[config.mk]
export PLATFORM = sky130hd
export DESIGN_NAME = ps2_kbd_ascii
export DESIGN_NICKNAME = d
export VERILOG_FILES = /design/src/rtl/ps2_kbd_ascii.sv
export SDC_FILE = /design/constraint.sdc
export NUM_CORES = 1
export LEC_CHECK = 0
export ABC_AREA = 1
export BUFFER_PORTS_ARGS = -buffer_cell sky130_fd_sc_hd__buf_2
export CAP_MARGIN = 25
export CORE_ASPECT_RATIO = 1.75
export CORE_MARGIN = 5
export CORE_UTILIZATION = 50
export DETAILED_ROUTE_END_ITERATION = 8
export PLACE_DENSITY = 0.76
export SYNTH_ARGS = -nofsm -noshare
export SYNTH_HDL_FRONTEND = slang
export SYNTH_SLANG_ARGS = --single-unit
[constraint.sdc]
create_clock -name clk_25mhz -period 6.3 [get_ports clk_25mhz]
set_input_delay 1.26 -clock clk_25mhz [delete_from_list [all_inputs] [get_ports clk_25mhz]]
set_output_delay 1.26 -clock clk_25mhz [all_outputs]
set_load 0.02 [all_outputs]
[src/rtl/ps2_kbd_ascii.sv]
// Set-2 scancode to ASCII translator with Shift/Ctrl/Caps tracking and a character FIFO.
// Optional build macro PS2_KBD_CTRL_CODES_EN: Ctrl+letter pushes the control code (letter & 0x1F).
// Handshake: the head character transfers on a clk_25mhz edge where ascii_valid && ascii_ready;
// ascii_valid never drops and ascii never changes until that transfer happens.
module ps2_kbd_ascii #(
  parameter int FIFO_DEPTH = 8,
  localparam int LW = $clog2(FIFO_DEPTH) + 1
) (
  input  logic          clk_25mhz,
  input  logic          reset_n,
  input  logic [7:0]    scancode,
  input  logic          key_valid,
  input  logic          extended,
  input  logic          released,
  output logic [7:0]    ascii,
  output logic          ascii_valid,
  input  logic          ascii_ready,
  output logic          caps_lock,
  output logic          overflow,
  output logic [LW-1:0] fifo_level
);
  localparam int PW = $clog2(FIFO_DEPTH);

  typedef enum logic [2:0] {K_NONE, K_CHAR, K_SHL, K_SHR, K_CTRL, K_CAPS} kind_t;
  typedef struct packed {
    logic       mapped;
    logic       letter;
    logic [7:0] lo;
    logic [7:0] hi;
  } lut_t;

  function automatic lut_t lut(input logic [7:0] c);
    lut_t r;
    r = '{mapped: 1'b1, letter: 1'b0, lo: 8'h00, hi: 8'h00};
    case (c)
      8'h1C: r.lo = "a";  8'h32: r.lo = "b";  8'h21: r.lo = "c";  8'h23: r.lo = "d";
      8'h24: r.lo = "e";  8'h2B: r.lo = "f";  8'h34: r.lo = "g";  8'h33: r.lo = "h";
      8'h43: r.lo = "i";  8'h3B: r.lo = "j";  8'h42: r.lo = "k";  8'h4B: r.lo = "l";
      8'h3A: r.lo = "m";  8'h31: r.lo = "n";  8'h44: r.lo = "o";  8'h4D: r.lo = "p";
      8'h15: r.lo = "q";  8'h2D: r.lo = "r";  8'h1B: r.lo = "s";  8'h2C: r.lo = "t";
      8'h3C: r.lo = "u";  8'h2A: r.lo = "v";  8'h1D: r.lo = "w";  8'h22: r.lo = "x";
      8'h35: r.lo = "y";  8'h1A: r.lo = "z";
      8'h16: begin r.lo = "1"; r.hi = "!"; end
      8'h1E: begin r.lo = "2"; r.hi = "@"; end
      8'h26: begin r.lo = "3"; r.hi = "#"; end
      8'h25: begin r.lo = "4"; r.hi = "$"; end
      8'h2E: begin r.lo = "5"; r.hi = "%"; end
      8'h36: begin r.lo = "6"; r.hi = "^"; end
      8'h3D: begin r.lo = "7"; r.hi = "&"; end
      8'h3E: begin r.lo = "8"; r.hi = "*"; end
      8'h46: begin r.lo = "9"; r.hi = "("; end
      8'h45: begin r.lo = "0"; r.hi = ")"; end
      8'h4E: begin r.lo = "-"; r.hi = "_"; end
      8'h55: begin r.lo = "="; r.hi = "+"; end
      8'h54: begin r.lo = "["; r.hi = "{"; end
      8'h5B: begin r.lo = "]"; r.hi = "}"; end
      8'h5D: begin r.lo = "\\"; r.hi = "|"; end
      8'h4C: begin r.lo = ";"; r.hi = ":"; end
      8'h52: begin r.lo = "'"; r.hi = "\""; end
      8'h41: begin r.lo = ","; r.hi = "<"; end
      8'h49: begin r.lo = "."; r.hi = ">"; end
      8'h4A: begin r.lo = "/"; r.hi = "?"; end
      8'h0E: begin r.lo = 8'h60; r.hi = 8'h7E; end
      8'h29: begin r.lo = 8'h20; r.hi = 8'h20; end
      8'h5A: begin r.lo = 8'h0D; r.hi = 8'h0D; end
      8'h66: begin r.lo = 8'h08; r.hi = 8'h08; end
      8'h0D: begin r.lo = 8'h09; r.hi = 8'h09; end
      8'h76: begin r.lo = 8'h1B; r.hi = 8'h1B; end
      default: r.mapped = 1'b0;
    endcase
    // Letter entries only fill the lowercase slot; uppercase differs by bit 5.
    if (r.lo >= "a" && r.lo <= "z") begin
      r.letter = 1'b1;
      r.hi     = r.lo ^ 8'h20;
    end
    return r;
  endfunction

  logic          kv_q, kv_d;
  logic          s0_valid_q, s0_valid_d, s0_ext_q, s0_ext_d, s0_rel_q, s0_rel_d;
  logic [7:0]    s0_code_q, s0_code_d;
  kind_t         s1_kind_q, s1_kind_d;
  logic          s1_rel_q, s1_rel_d, s1_letter_q, s1_letter_d;
  logic [6:0]    s1_lo_q, s1_lo_d, s1_hi_q, s1_hi_d;
  logic          shl_q, shl_d, shr_q, shr_d, ctrl_q, ctrl_d;
  logic          caps_q, caps_d, caps_held_q, caps_held_d, ovf_q, ovf_d;
  logic [PW-1:0] wr_ptr_q, wr_ptr_d, rd_ptr_q, rd_ptr_d;
  logic [LW-1:0] count_q, count_d;
  logic [6:0]    mem_q [FIFO_DEPTH];
  logic [6:0]    mem_d [FIFO_DEPTH];
  logic          push, pop, full, do_push, shift;
  logic [6:0]    ch;
  lut_t          lk;

  always_comb begin
    kv_d       = key_valid;
    s0_valid_d = key_valid & ~kv_q;
    s0_ext_d   = s0_ext_q;
    s0_rel_d   = s0_rel_q;
    s0_code_d  = s0_code_q;
    if (s0_valid_d) begin
      s0_ext_d  = extended;
      s0_rel_d  = released;
      s0_code_d = scancode;
    end
  end

  always_comb begin
    lk = lut(s0_code_q);
    if (s0_ext_q) begin
      lk.mapped = (s0_code_q == 8'h5A) || (s0_code_q == 8'h4A);
      if (s0_code_q == 8'h4A) lk.hi = lk.lo;
    end
    s1_kind_d   = K_NONE;
    s1_rel_d    = s0_rel_q;
    s1_letter_d = lk.letter;
    s1_lo_d     = lk.lo[6:0];
    s1_hi_d     = lk.hi[6:0];
    if (s0_valid_q) begin
      if (!s0_ext_q && s0_code_q == 8'h12)      s1_kind_d = K_SHL;
      else if (!s0_ext_q && s0_code_q == 8'h59) s1_kind_d = K_SHR;
      else if (s0_code_q == 8'h14)              s1_kind_d = K_CTRL;
      else if (!s0_ext_q && s0_code_q == 8'h58) s1_kind_d = K_CAPS;
      else if (lk.mapped && !s0_rel_q)          s1_kind_d = K_CHAR;
    end
  end

  always_comb begin
    shl_d       = shl_q;
    shr_d       = shr_q;
    ctrl_d      = ctrl_q;
    caps_d      = caps_q;
    caps_held_d = caps_held_q;
    push        = 1'b0;
    case (s1_kind_q)
      K_SHL:  shl_d  = ~s1_rel_q;
      K_SHR:  shr_d  = ~s1_rel_q;
      K_CTRL: ctrl_d = ~s1_rel_q;
      K_CAPS: begin
        // caps_held suppresses re-toggling on typematic repeats
        if (s1_rel_q) caps_held_d = 1'b0;
        else if (!caps_held_q) begin
          caps_d      = ~caps_q;
          caps_held_d = 1'b1;
        end
      end
      K_CHAR:  push = 1'b1;
      default: ;
    endcase
  end

  always_comb begin
    shift = shl_q | shr_q;
    if (s1_letter_q) ch = (shift ^ caps_q) ? s1_hi_q : s1_lo_q;
    else             ch = shift ? s1_hi_q : s1_lo_q;
`ifdef PS2_KBD_CTRL_CODES_EN
    if (s1_letter_q && ctrl_q) ch = s1_lo_q & 7'h1F;
`endif
  end

  always_comb begin
    full     = (count_q == LW'(FIFO_DEPTH));
    pop      = (count_q != '0) && ascii_ready;
    do_push  = push && (!full || pop);
    ovf_d    = ovf_q | (push && full && !pop);
    wr_ptr_d = do_push ? wr_ptr_q + PW'(1) : wr_ptr_q;
    rd_ptr_d = pop ? rd_ptr_q + PW'(1) : rd_ptr_q;
    count_d  = count_q;
    if (do_push && !pop)      count_d = count_q + LW'(1);
    else if (pop && !do_push) count_d = count_q - LW'(1);
    mem_d = mem_q;
    if (do_push) mem_d[wr_ptr_q] = ch;
  end

  always_ff @(posedge clk_25mhz) begin
    if (!reset_n) begin
      kv_q <= 1'b0; s0_valid_q <= 1'b0; s0_ext_q <= 1'b0; s0_rel_q <= 1'b0;
      s0_code_q <= 8'h00; s1_kind_q <= K_NONE; s1_rel_q <= 1'b0; s1_letter_q <= 1'b0;
      s1_lo_q <= 7'h00; s1_hi_q <= 7'h00;
      shl_q <= 1'b0; shr_q <= 1'b0; ctrl_q <= 1'b0; caps_q <= 1'b0; caps_held_q <= 1'b0;
      ovf_q <= 1'b0; wr_ptr_q <= '0; rd_ptr_q <= '0; count_q <= '0;
    end else begin
      kv_q <= kv_d; s0_valid_q <= s0_valid_d; s0_ext_q <= s0_ext_d; s0_rel_q <= s0_rel_d;
      s0_code_q <= s0_code_d; s1_kind_q <= s1_kind_d; s1_rel_q <= s1_rel_d;
      s1_letter_q <= s1_letter_d; s1_lo_q <= s1_lo_d; s1_hi_q <= s1_hi_d;
      shl_q <= shl_d; shr_q <= shr_d; ctrl_q <= ctrl_d; caps_q <= caps_d;
      caps_held_q <= caps_held_d; ovf_q <= ovf_d;
      wr_ptr_q <= wr_ptr_d; rd_ptr_q <= rd_ptr_d; count_q <= count_d;
    end
  end

  // Storage needs no reset: occupancy gates what is visible.
  always_ff @(posedge clk_25mhz) mem_q <= mem_d;

  assign ascii       = (count_q != '0) ? {1'b0, mem_q[rd_ptr_q]} : 8'h00;
  assign ascii_valid = (count_q != '0);
  assign caps_lock   = caps_q;
  assign overflow    = ovf_q;
  assign fifo_level  = count_q;
endmodule

==> run metrics, run 1 <==
XOR/XNOR Fraction of Synth Area=0.00164; syn nets=between 700 and 800; post-synthesis sequential area ratio=0.488; Syn Area/Cell=7.73 sq um; setup bufs post-CTS=0; FFs w/ async S/R, synth=0; Yosys top cell area share=0.315; PwrDens=around 320 mW/mm^2; mux share of post-synthesis cell area=0; post-DP HPWL=about 11 mm; share of cells above drive strength 1=0.125; Die Y=about 150 um; routed wl met3=roughly 450 um; CTS buffer count=9; final core occ=0.554; Slew Limit Fails=0; Register Area=approximately 0.0026 sq mm; LEAKAGE=around 2.7 nW; post-synth cell types=39; maximum vdd ir drop=roughly 0.20 mV; cell area after layout=between 0.005 and 0.006 sq mm; Max clock buf depth=2; synth-to-layout area growth=9.80%; Detail Route Antenna Nets=0; TritonCTS clock tree=yes; total track usage=0.225; routed length on met2=7.88 mm; reg-to-reg slack, setup=between 3000 and 4000 ps; area of the die=0.0129 sq mm; # diodes=0; CP max FO=16; largest family of logic cells by synthesized area=simple AND/OR/NAND/NOR gates; total clock sinks=~100; total negative slack=0 ps; cell accounting for the most synthesized area=edfxtp_1; # hold bufs at CTS=0; cell at the root of the clock tree=clkbuf_16; routed wire length=approximately 14 mm; Finish-stage setup viols=0; Worst Max-Slew Pin Slew=approximately 970 ps; largest net degree at the start of global routing=32; Final Hold Fails=0; First-pass DRT Iterations=6; vias in the first global route=roughly 4700; Syn Inst Count=690; top post-synthesis cells by count=nor2_1, nand2_1, o21ai_0; M1 wire length=4.57 mm; Area after DPL=approximately 0.0056 sq mm; post-synth design cell area=between 0.005 and 0.006 sq mm; post-CTS sizing=0; Startpoint Class=register; Tcrit/Tclk final=0.551; Worst setup EP type=output port; Critical Path AT=between 2000 and 2500 ps; vias=about 4600; Worst-Skew Late Latency=340 ps; Worst EP required=roughly 5000 ps; First DRT Iteration DRCs=219; Yosys warning count=0; Max transition margin=0.354; FILL cells=between 900 and 1000; Hold WC Path Type=reg -> reg; post-synthesis sequential element count=just over 100; # rows=50; residual DRC count=0; I/O pins=29; global-route wire length before repair=22.3 mm; Final nets=around 740; final worst path period need=roughly 3500 ps; core area=between 0.01 and 0.015 sq mm; Synth Area in Compound Gates=0.136; GP Congestion=slightly above 1; most common cell in the netlist=nor2_1; initial antenna violation count=0; status=finished clean; largest cells by area after synthesis=edfxtp_1, dfxtp_1, nor2_1, nand2_1, o21ai_0; clock-pin slew on the worst setup and hold paths=70 ps; initial core utilization=0.505; top sig layer=met4; fmax=about 290 MHz; width of the die=roughly 90 um; area share of and/or/nand/nor cells after synthesis=0.298; adder-cell share of the synthesized area=0.0155; Multi-input gate area=0.00241 sq mm; H-tree depth=3; Main synth FF type=edfxtp_1; Final Non-Filler Cells=850; RSZ-0062 raised after global routing=no; vias per cell=roughly 5.5; Crit Path Class=reg -> out; number of max-cap violations=0; Overflow after GRT=0; DR WL/cell=around 16 um; EDFF count, synth=56; number of port buffers=27; placed insts=around 830; Max Clock Skew=between 6 and 7 ps
[routing by layer]
layer | global-route usage | up-vias
met2 | 0.439 | 135
met4 | 0.143 | 0
met3 | 0.0339 | 56
li1 | - | 2339
met5 | 0 | -
met1 | 0.202 | 2105
[cell families (layout without fill, tap and decap cells)]
kind of cell,after synthesis,count (layout)
compound gates,132,132
other cells,1,1
buf+inv,83,113
xor+xnor,1,1
flops,102,102
simple gates,365,365
fa+ha+maj,6,6
[power breakdown]
group	switching (mW)	internal (mW)	total [mW]	leakage, nW
sequential	0.0442	0.733	0.777	0.891
combinational	0.388	0.180	0.567	1.62
clock	0.251	0.274	0.524	0.140
total	0.683	1.19	1.87	2.66
[cells in the final DEF, fill, tap and decap left out, types with 5 or more instances in the layout]
master,netlist,layout
nor2_1,150,150
nand2_1,140,140
o21ai_0,65,65
edfxtp_1,56,56
inv_1,55,55
dfxtp_1,46,46
a21oi_1,36,36
buf_2,1,29
nand3_1,21,21
nand2_2,12,12
inv_2,10,10
nor3_1,9,9
nor2_2,9,9
nor2_4,9,9
clkbuf_16,0,9
o32ai_1,7,7
o22ai_1,7,7
a31oi_1,7,7
ha_1,5,5
[per-stage QoR]
stage | total power [mW] | hold slack, ps | setup WS [ps]
2_1_floorplan | 1.18 | 392 | 3070
3_3_place_gp | 1.34 | 402 | 2770
3_5_place_dp | 1.36 | 407 | 2720
4_1_cts | 1.88 | 417 | 2780
5_1_grt | 1.98 | 432 | 2550
6_report | 1.87 | 410 | 2830
[worst max-delay path, cell delays in order, from the launching register on]
cell	delay [ps]
dfxtp_1	680
inv_1	430
o21ai_0	180
o22ai_1	100
o21ai_0	210
a31oi_1	70
buf_2	190
[registers in the layout, indices dropped and copies added (netlist names)]
register / cells
mem_q: 56
s0_code_q: 8
s1_hi_q: 7
s1_lo_q: 7
fifo_level: 4
rd_ptr_q: 3
s1_kind_q: 3
wr_ptr_q: 3
caps_held_q: 1
caps_lock: 1
kv_q: 1
overflow: 1
s0_ext_q: 1
s0_rel_q: 1
s0_valid_q: 1
s1_letter_q: 1
s1_rel_q: 1
shl_q: 1
shr_q: 1
[area by class of cell]
cell class	count	area share
clock buffer	9	0.0384
clock inverter	7	0.00940
inverter	67	0.0429
multi-input combinational	505	0.411
sequential	102	0.444
tap	130	0.0278
timing repair buffer	30	0.0261
[worst paths after layout]
| check | depth (start not counted) | endpoint | startpoint |
|---|---|---|---|
| hold / removal | 1 | s0_valid_q$_SDFF_PN0_ | kv_q$_SDFF_PN0_ |
| hold reg to reg | 1 | s0_valid_q$_SDFF_PN0_ | kv_q$_SDFF_PN0_ |
| setup reg to reg | 16 | fifo_level[3]$_SDFFE_PN0P_ | fifo_level[0]$_SDFFE_PN0P_ |
| setup / recovery | 6 | ascii[6] | rd_ptr_q[1]$_SDFFE_PN0P_ |
Power figures use the tool's default switching activity.
==> inputs of run 2 (changes only) <==
- PLACE_DENSITY: 0.76 -> 0.79
- clock period: 6.3 -> 3 ns (I/O delays scaled with it)
==> run 2 against run 1 <==
Compared with the run above: worst hold slack gained 9.6 ps; register-to-register slack got worse by 3300 ps; die area stayed put; clock skew up 0.52 ps; sequential share of layout area is 0.38 points lower; critical path type is now reg -> reg; wire length is 2.6% higher; utilization rose by 0.47 points.
==> run metrics, run 2 (synthesis results as in run 1) <==
status=finished clean (unchanged); Worst Max-Slew Pin Slew=1050 ps (was 966 ps); TritonCTS clock tree=yes (unchanged); routed wire length=14.2 mm (was 13.8 mm); final worst path period need=roughly 2700 ps; cell area after layout=0.00591 sq mm (was 0.00586 sq mm); cells along the critical path=nor2_1 -> inv_1 -> nor4_1 -> inv_1 -> nand2_1 -> inv_1 -> ha_1 -> inv_1 -> ha_1 -> and3_1 -> a211oi_1 -> nor2_1 -> nor2_1 -> nand2_1 -> o21ai_0 -> a21oi_1 (was inv_1 -> o21ai_0 -> o22ai_1 -> o21ai_0 -> a31oi_1 -> buf_2); maximum vdd ir drop=0.399 mV (was 0.197 mV); reg-to-reg slack, setup=330 ps (was 3620 ps); Max Clock Skew=6.62 ps (was 6.10 ps); residual DRC count=0 (unchanged); Worst Path Buf+Inv=4 (was 2); CTS buffer count=9 (unchanged); DR WL/cell=16.6 um (was 16.2 um); Largest register FFs=56 (unchanged); Startpoint Class=register (unchanged); initial core utilization=0.505 (unchanged); Final nets=737 (was 735); Reg with most FFs=mem_q (unchanged); number of max-cap violations=0 (unchanged); PwrDens=683 mW/mm^2 (was 319 mW/mm^2); share of cells above drive strength 1=0.129 (was 0.125); Max clock buf depth=2 (unchanged); global-route wire length before repair=22.9 mm (was 22.3 mm); total track usage=0.231 (was 0.225); vias=4690 (was 4635); cell at the root of the clock tree=clkbuf_16 (unchanged); I/O pins=29 (unchanged); First-pass DRT Iterations=5 (was 6); Worst setup EP type=register (was output port); vias in the first global route=4889 (was 4655); clock-pin slew on the worst setup and hold paths=70 ps (about the same); Largest regs=mem_q (56), s0_code_q (8) (unchanged); First DRT Iteration DRCs=268 (was 219); Crit Path Class=reg -> reg (was reg -> out); core area=0.0106 sq mm (unchanged); Detail Route Antenna Nets=0 (unchanged); Worst EP required=3250 ps (was 5040 ps); # rows=50 (unchanged); number of port buffers=27 (unchanged); placed insts=836 (was 834); Finish-stage setup viols=0 (unchanged); worst stage delay on the critical path=370 ps (was 680 ps); Area after DPL=0.00560 sq mm (was 0.00558 sq mm); Critical Path AT=2910 ps (was 2210 ps); synth-to-layout area growth=10.7% (was 9.80%); post-DP HPWL=11.1 mm (about the same); fmax=~370 MHz; FILL cells=988 (was 999); Crit-path slowest cell=dfxtp_1 (unchanged); Hold WC Path Type=reg -> reg (unchanged); final core occ=0.559 (was 0.554); vias per cell=5.50 (was 5.45); # diodes=0 (unchanged); Slew Limit Fails=0 (unchanged); Final Hold Fails=0 (unchanged); CP max FO=6 (was 16); Tcrit/Tclk final=0.889; Overflow after GRT=0 (unchanged); Power Total=4.04 mW (was 1.87 mW); CP top delay family=simple AND/OR/NAND/NOR gates (was flip-flops); H-tree depth=3 (unchanged); Final Non-Filler Cells=852 (was 850); total clock sinks=102 (unchanged); commonest non-fill, non-tap cells in the layout=nor2_1, nand2_1, o21ai_0 (unchanged); most common cell after layout, fill and taps aside=nor2_1 (unchanged); width of the die=88.1 um (unchanged); Worst path most repeated cell=inv_1 (was o21ai_0); largest net degree at the start of global routing=32 (unchanged); RSZ-0062 raised after global routing=no (unchanged); LEAKAGE=2.67 nW (was 2.66 nW); Die Y=147 um (unchanged); initial antenna violation count=0 (unchanged); area of the die=0.0129 sq mm (unchanged); Max transition margin=0.299 (was 0.354); PnR worst setup slack=332 ps (was 2830 ps); Worst-Skew Late Latency=350 ps (was 340 ps); total negative slack=0 ps (unchanged); GP Congestion=1.01 (was 1.02); hold_ws=420 ps (was 410 ps); DP Worst Slack=91.3 ps (was 2720 ps)
run 2: power breakdown:
part | leakage [nW] | total [mW] | switching (mW) | internal (mW)
Clock | 0.147 | 1.20 | 0.542 | 0.659
Sequential | 0.891 | 1.61 | 0.0688 | 1.54
Combinational | 1.63 | 1.23 | 0.844 | 0.387
Total | 2.67 | 4.04 | 1.45 | 2.58
run 2: final timing paths:
path | startpoint | to | cells past startpoint
setup / recovery | fifo_level[0]$_SDFFE_PN0P_ | fifo_level[3]$_SDFFE_PN0P_ | 16
hold / removal | kv_q$_SDFF_PN0_ | s0_valid_q$_SDFF_PN0_ | 1
setup reg to reg | fifo_level[0]$_SDFFE_PN0P_ | fifo_level[3]$_SDFFE_PN0P_ | 16
hold reg to reg | kv_q$_SDFF_PN0_ | s0_valid_q$_SDFF_PN0_ | 1
run 2: final cells by class:
type                            count  area, sq um  share of cell area
Sequential cell                   102         2600               0.440
Inverter                           67          255              0.0432
Multi-Input combinational cell    505         2410               0.408
Clock buffer                        9          225              0.0381
Timing Repair Buffer               32          173              0.0292
Clock inverter                      7         81.3              0.0138
Tap cell                          130          163              0.0275
run 2: timing repair:
action / in CTS / in global routing
gates resized for setup: 0 / 1
setup endpoints to repair: 0 / 2
buffers inserted: 0 / 0
hold buffers: 0 / 0
run 2: layer usage:
| layer | global-route usage | vias to the layer above | part of all wire | wire (um) |
|---|---|---|---|---|
| li1 | - | 2333 | - | - |
| met1 | 0.208 | 2147 | 0.32 | 4600 |
| met2 | 0.436 | 145 | 0.56 | 7960 |
| met3 | 0.0378 | 65 | 0.036 | 514 |
| met4 | 0.168 | 0 | 0.076 | 1080 |
| met5 | 0 | - | 0 | 0 |
==> inputs of run 3 (changes only) <==
- CELL_PAD_IN_SITES_DETAIL_PLACEMENT: default -> 0
- CELL_PAD_IN_SITES_GLOBAL_PLACEMENT: default -> 1
- CORE_MARGIN: 5 -> 2
- CORE_UTILIZATION: 50 -> 41
- PLACE_DENSITY: 0.79 -> 0.85
- REMOVE_ABC_BUFFERS: default -> 1
==> run 3 against run 2 <==
Compared with the run above: first-iteration DRC count fell by 46%; die area rose by 8.2%; via count fell by 0.21%; final cell count rose by 5.5%; critical path depth fell by 1; count of clock-buffer cells in the layout did not move; highest routed layer unchanged; power fell by 2.4%; largest power group unchanged; utilization fell by 9.1 points; sequential power barely moved; clock skew rose by 1.1 ps; clock power fell by 6%; global-route usage fell by 2.5 points.
==> run metrics, run 3 (synthesis results as in run 1) <==
status=finished clean (unchanged); Power Internal=2.51 mW (was 2.58 mW); cell at the root of the clock tree=clkbuf_16 (unchanged); width of the die=90.2 um (was 88.1 um); largest net degree at the start of global routing=32 (unchanged); # diodes=0 (unchanged); Detail Route Antenna Nets=0 (unchanged); Reg power frac=0.406 (was 0.398); # rows=55 (was 50); initial antenna violation count=0 (unchanged); Max transition margin=0.344 (was 0.299); final worst path period need=2550 ps (was 2670 ps); clock-pin slew on the worst setup and hold paths=70 ps (about the same); Sw Pwr=1.43 mW (was 1.45 mW); core area=0.0128 sq mm (was 0.0106 sq mm); First DRT Iteration DRCs=144 (was 268); Worst Max-Slew Pin Slew=981 ps (was 1050 ps); Critical R2R Launch=fifo_level[0]$_SDFFE_PN0P_ (unchanged); R2R depth=15 (was 16); Critical Path AT=2790 ps (was 2910 ps); Tcrit/Tclk final=0.850 (was 0.889); hold_sp=kv_q$_SDFF_PN0_ (unchanged); Hold WC Path Type=reg -> reg (unchanged); GP Congestion=0.998 (was 1.01); Clk pwr share=0.286 (was 0.297); total clock sinks=102 (unchanged); PwrDens=659 mW/mm^2 (was 683 mW/mm^2); CTS buffer count=9 (unchanged); TritonCTS clock tree=yes (unchanged); Crit Path Class=reg -> reg (unchanged); # hold bufs at CTS=0 (unchanged); Reg with most FFs=mem_q (unchanged); final core occ=0.468 (was 0.559); CP max FO=6 (unchanged); vias in the first global route=4605 (was 4889); post-DP HPWL=11.2 mm (was 11.1 mm); maximum vdd ir drop=0.283 mV (was 0.399 mV); most common cell after layout, fill and taps aside=nor2_1 (unchanged); H-tree depth=3 (unchanged); Final Hold Fails=0 (unchanged); CP startpoint=fifo_level[0]$_SDFFE_PN0P_ (unchanged); fmax=392 MHz (was 375 MHz); share of cells above drive strength 1=0.137 (was 0.129); DR WL/cell=15.7 um (was 16.6 um); Sw Share=0.363 (was 0.360); First-pass DRT Iterations=4 (was 5); vias per cell=5.21 (was 5.50); global-route wire length before repair=22.5 mm (was 22.9 mm); area of the die=0.0140 sq mm (was 0.0129 sq mm); Max Clock Skew=7.72 ps (was 6.62 ps); crit path capture=fifo_level[3]$_SDFFE_PN0P_ (unchanged); Die Y=155 um (was 147 um); residual DRC count=0 (unchanged); RSZ-0062 raised after global routing=no (unchanged); Overflow after GRT=0 (unchanged); number of port buffers=27 (unchanged); Worst EP required=3240 ps (was 3250 ps); Worst setup EP type=register (unchanged); FILL cells=1325 (was 988); Power Total=3.94 mW (was 4.04 mW); FF-to-FF End=fifo_level[3]$_SDFFE_PN0P_ (unchanged); I/O pins=29 (unchanged); vias=4680 (was 4690); Final nets=743 (was 737); Worst-Skew Late Latency=340 ps (was 350 ps); Largest register FFs=56 (unchanged); Largest regs=mem_q (56), s0_code_q (8) (unchanged); LEAKAGE=2.69 nW (was 2.67 nW); total negative slack=0 ps (unchanged); total track usage=0.206 (was 0.231); Startpoint Class=register (unchanged); commonest non-fill, non-tap cells in the layout=nor2_1, nand2_1, o21ai_0 (unchanged); Finish-stage setup viols=0 (unchanged); number of max-cap violations=0 (unchanged); Slew Limit Fails=0 (unchanged); synth-to-layout area growth=12.2% (was 10.7%); reg-to-reg slack, setup=450 ps (was 330 ps); Comb pwr share=0.308 (was 0.305); routed wire length=14.1 mm (was 14.2 mm); Max clock buf depth=2 (unchanged); initial core utilization=0.417 (was 0.505)
[run 3: changes by cell type in the layout (fill, tap and decap cells not counted), sizes merged]
cell | before | now
buf | 32 | 38
bufinv | 1 | 0
clkinv | 4 | 3
inv | 67 | 69
[run 3: repair_timing]
| action | 4_1_cts | 5_1_grt |
|---|---|---|
| setup buffers | 0 | 0 |
| setup endpoints to repair | 0 | 1 |
| resized for setup | 0 | 1 |
[run 3: final cells by class]
type | instances | area (sq um) | share of cell area
repair buffers | 38 | 215 | 0.0359
clock inverters | 7 | 65.1 | 0.0109
inverters | 67 | 255 | 0.0426
clock buffers | 9 | 225 | 0.0376
flip-flops and latches | 102 | 2600 | 0.435
well taps | 171 | 214 | 0.0357
multi-input cells | 505 | 2410 | 0.403
[run 3: worst max-delay path: stages (launching register included)]
cell and delay (ps):
dfxtp_1 430, nor2_1 80, inv_1 70, nor3_1 60, nor2_1 260, inv_1 120
ha_1 240, inv_1 110, ha_1 270, and3_1 180, a211oi_1 230, nor2_1 70
nor2_1 80, nand2_1 70, o21ai_0 140, a21oi_1 50
[run 3: worst min-delay path by stage]
stage / end / slack [ps] / cells past startpoint
detailed placement: s0_valid_q$_SDFF_PN0_ / 410 / 1
global placement: s0_valid_q$_SDFF_PN0_ / 410 / 1
finish: s0_valid_q$_SDFF_PN0_ / 420 / 1
global route: s0_valid_q$_SDFF_PN0_ / 450 / 1
floorplan: s0_valid_q$_SDFF_PN0_ / 390 / 1
CTS: s0_valid_q$_SDFF_PN0_ / 420 / 1
[run 3: metal layers]
layer	vias up	routed length (um)	GRT usage
met2	109	8060	0.420
met4	0	904	0.135
met1	2168	4780	0.181
met5	-	0	0
li1	2350	-	-
met3	53	326	0.0295
[run 3: power by group through the flow]
stage / Combinational (mW) / Clock [mW] / Sequential [mW]
2_1_floorplan: 0.756 / 0 / 1.70
3_3_place_gp: 1.20 / 0 / 1.63
3_5_place_dp: 1.22 / 0 / 1.63
4_1_cts: 1.22 / 1.15 / 1.60
5_1_grt: 1.36 / 1.21 / 1.61
6_report: 1.21 / 1.13 / 1.60
[run 3: stage by stage]
| step | setup slack, ps | hold WS [ps] | cell area (sq um) | cells |
|---|---|---|---|---|
| after floorplan | 429 | 392 | 5260 | 674 |
| after global placement | 231 | 408 | 5690 | 882 |
| after detailed placement | 193 | 410 | 5690 | 882 |
| after CTS | 249 | 420 | 5980 | 898 |
| after global routing | 86.4 | 447 | 5990 | 899 |
| final | 449 | 424 | 5990 | 899 |
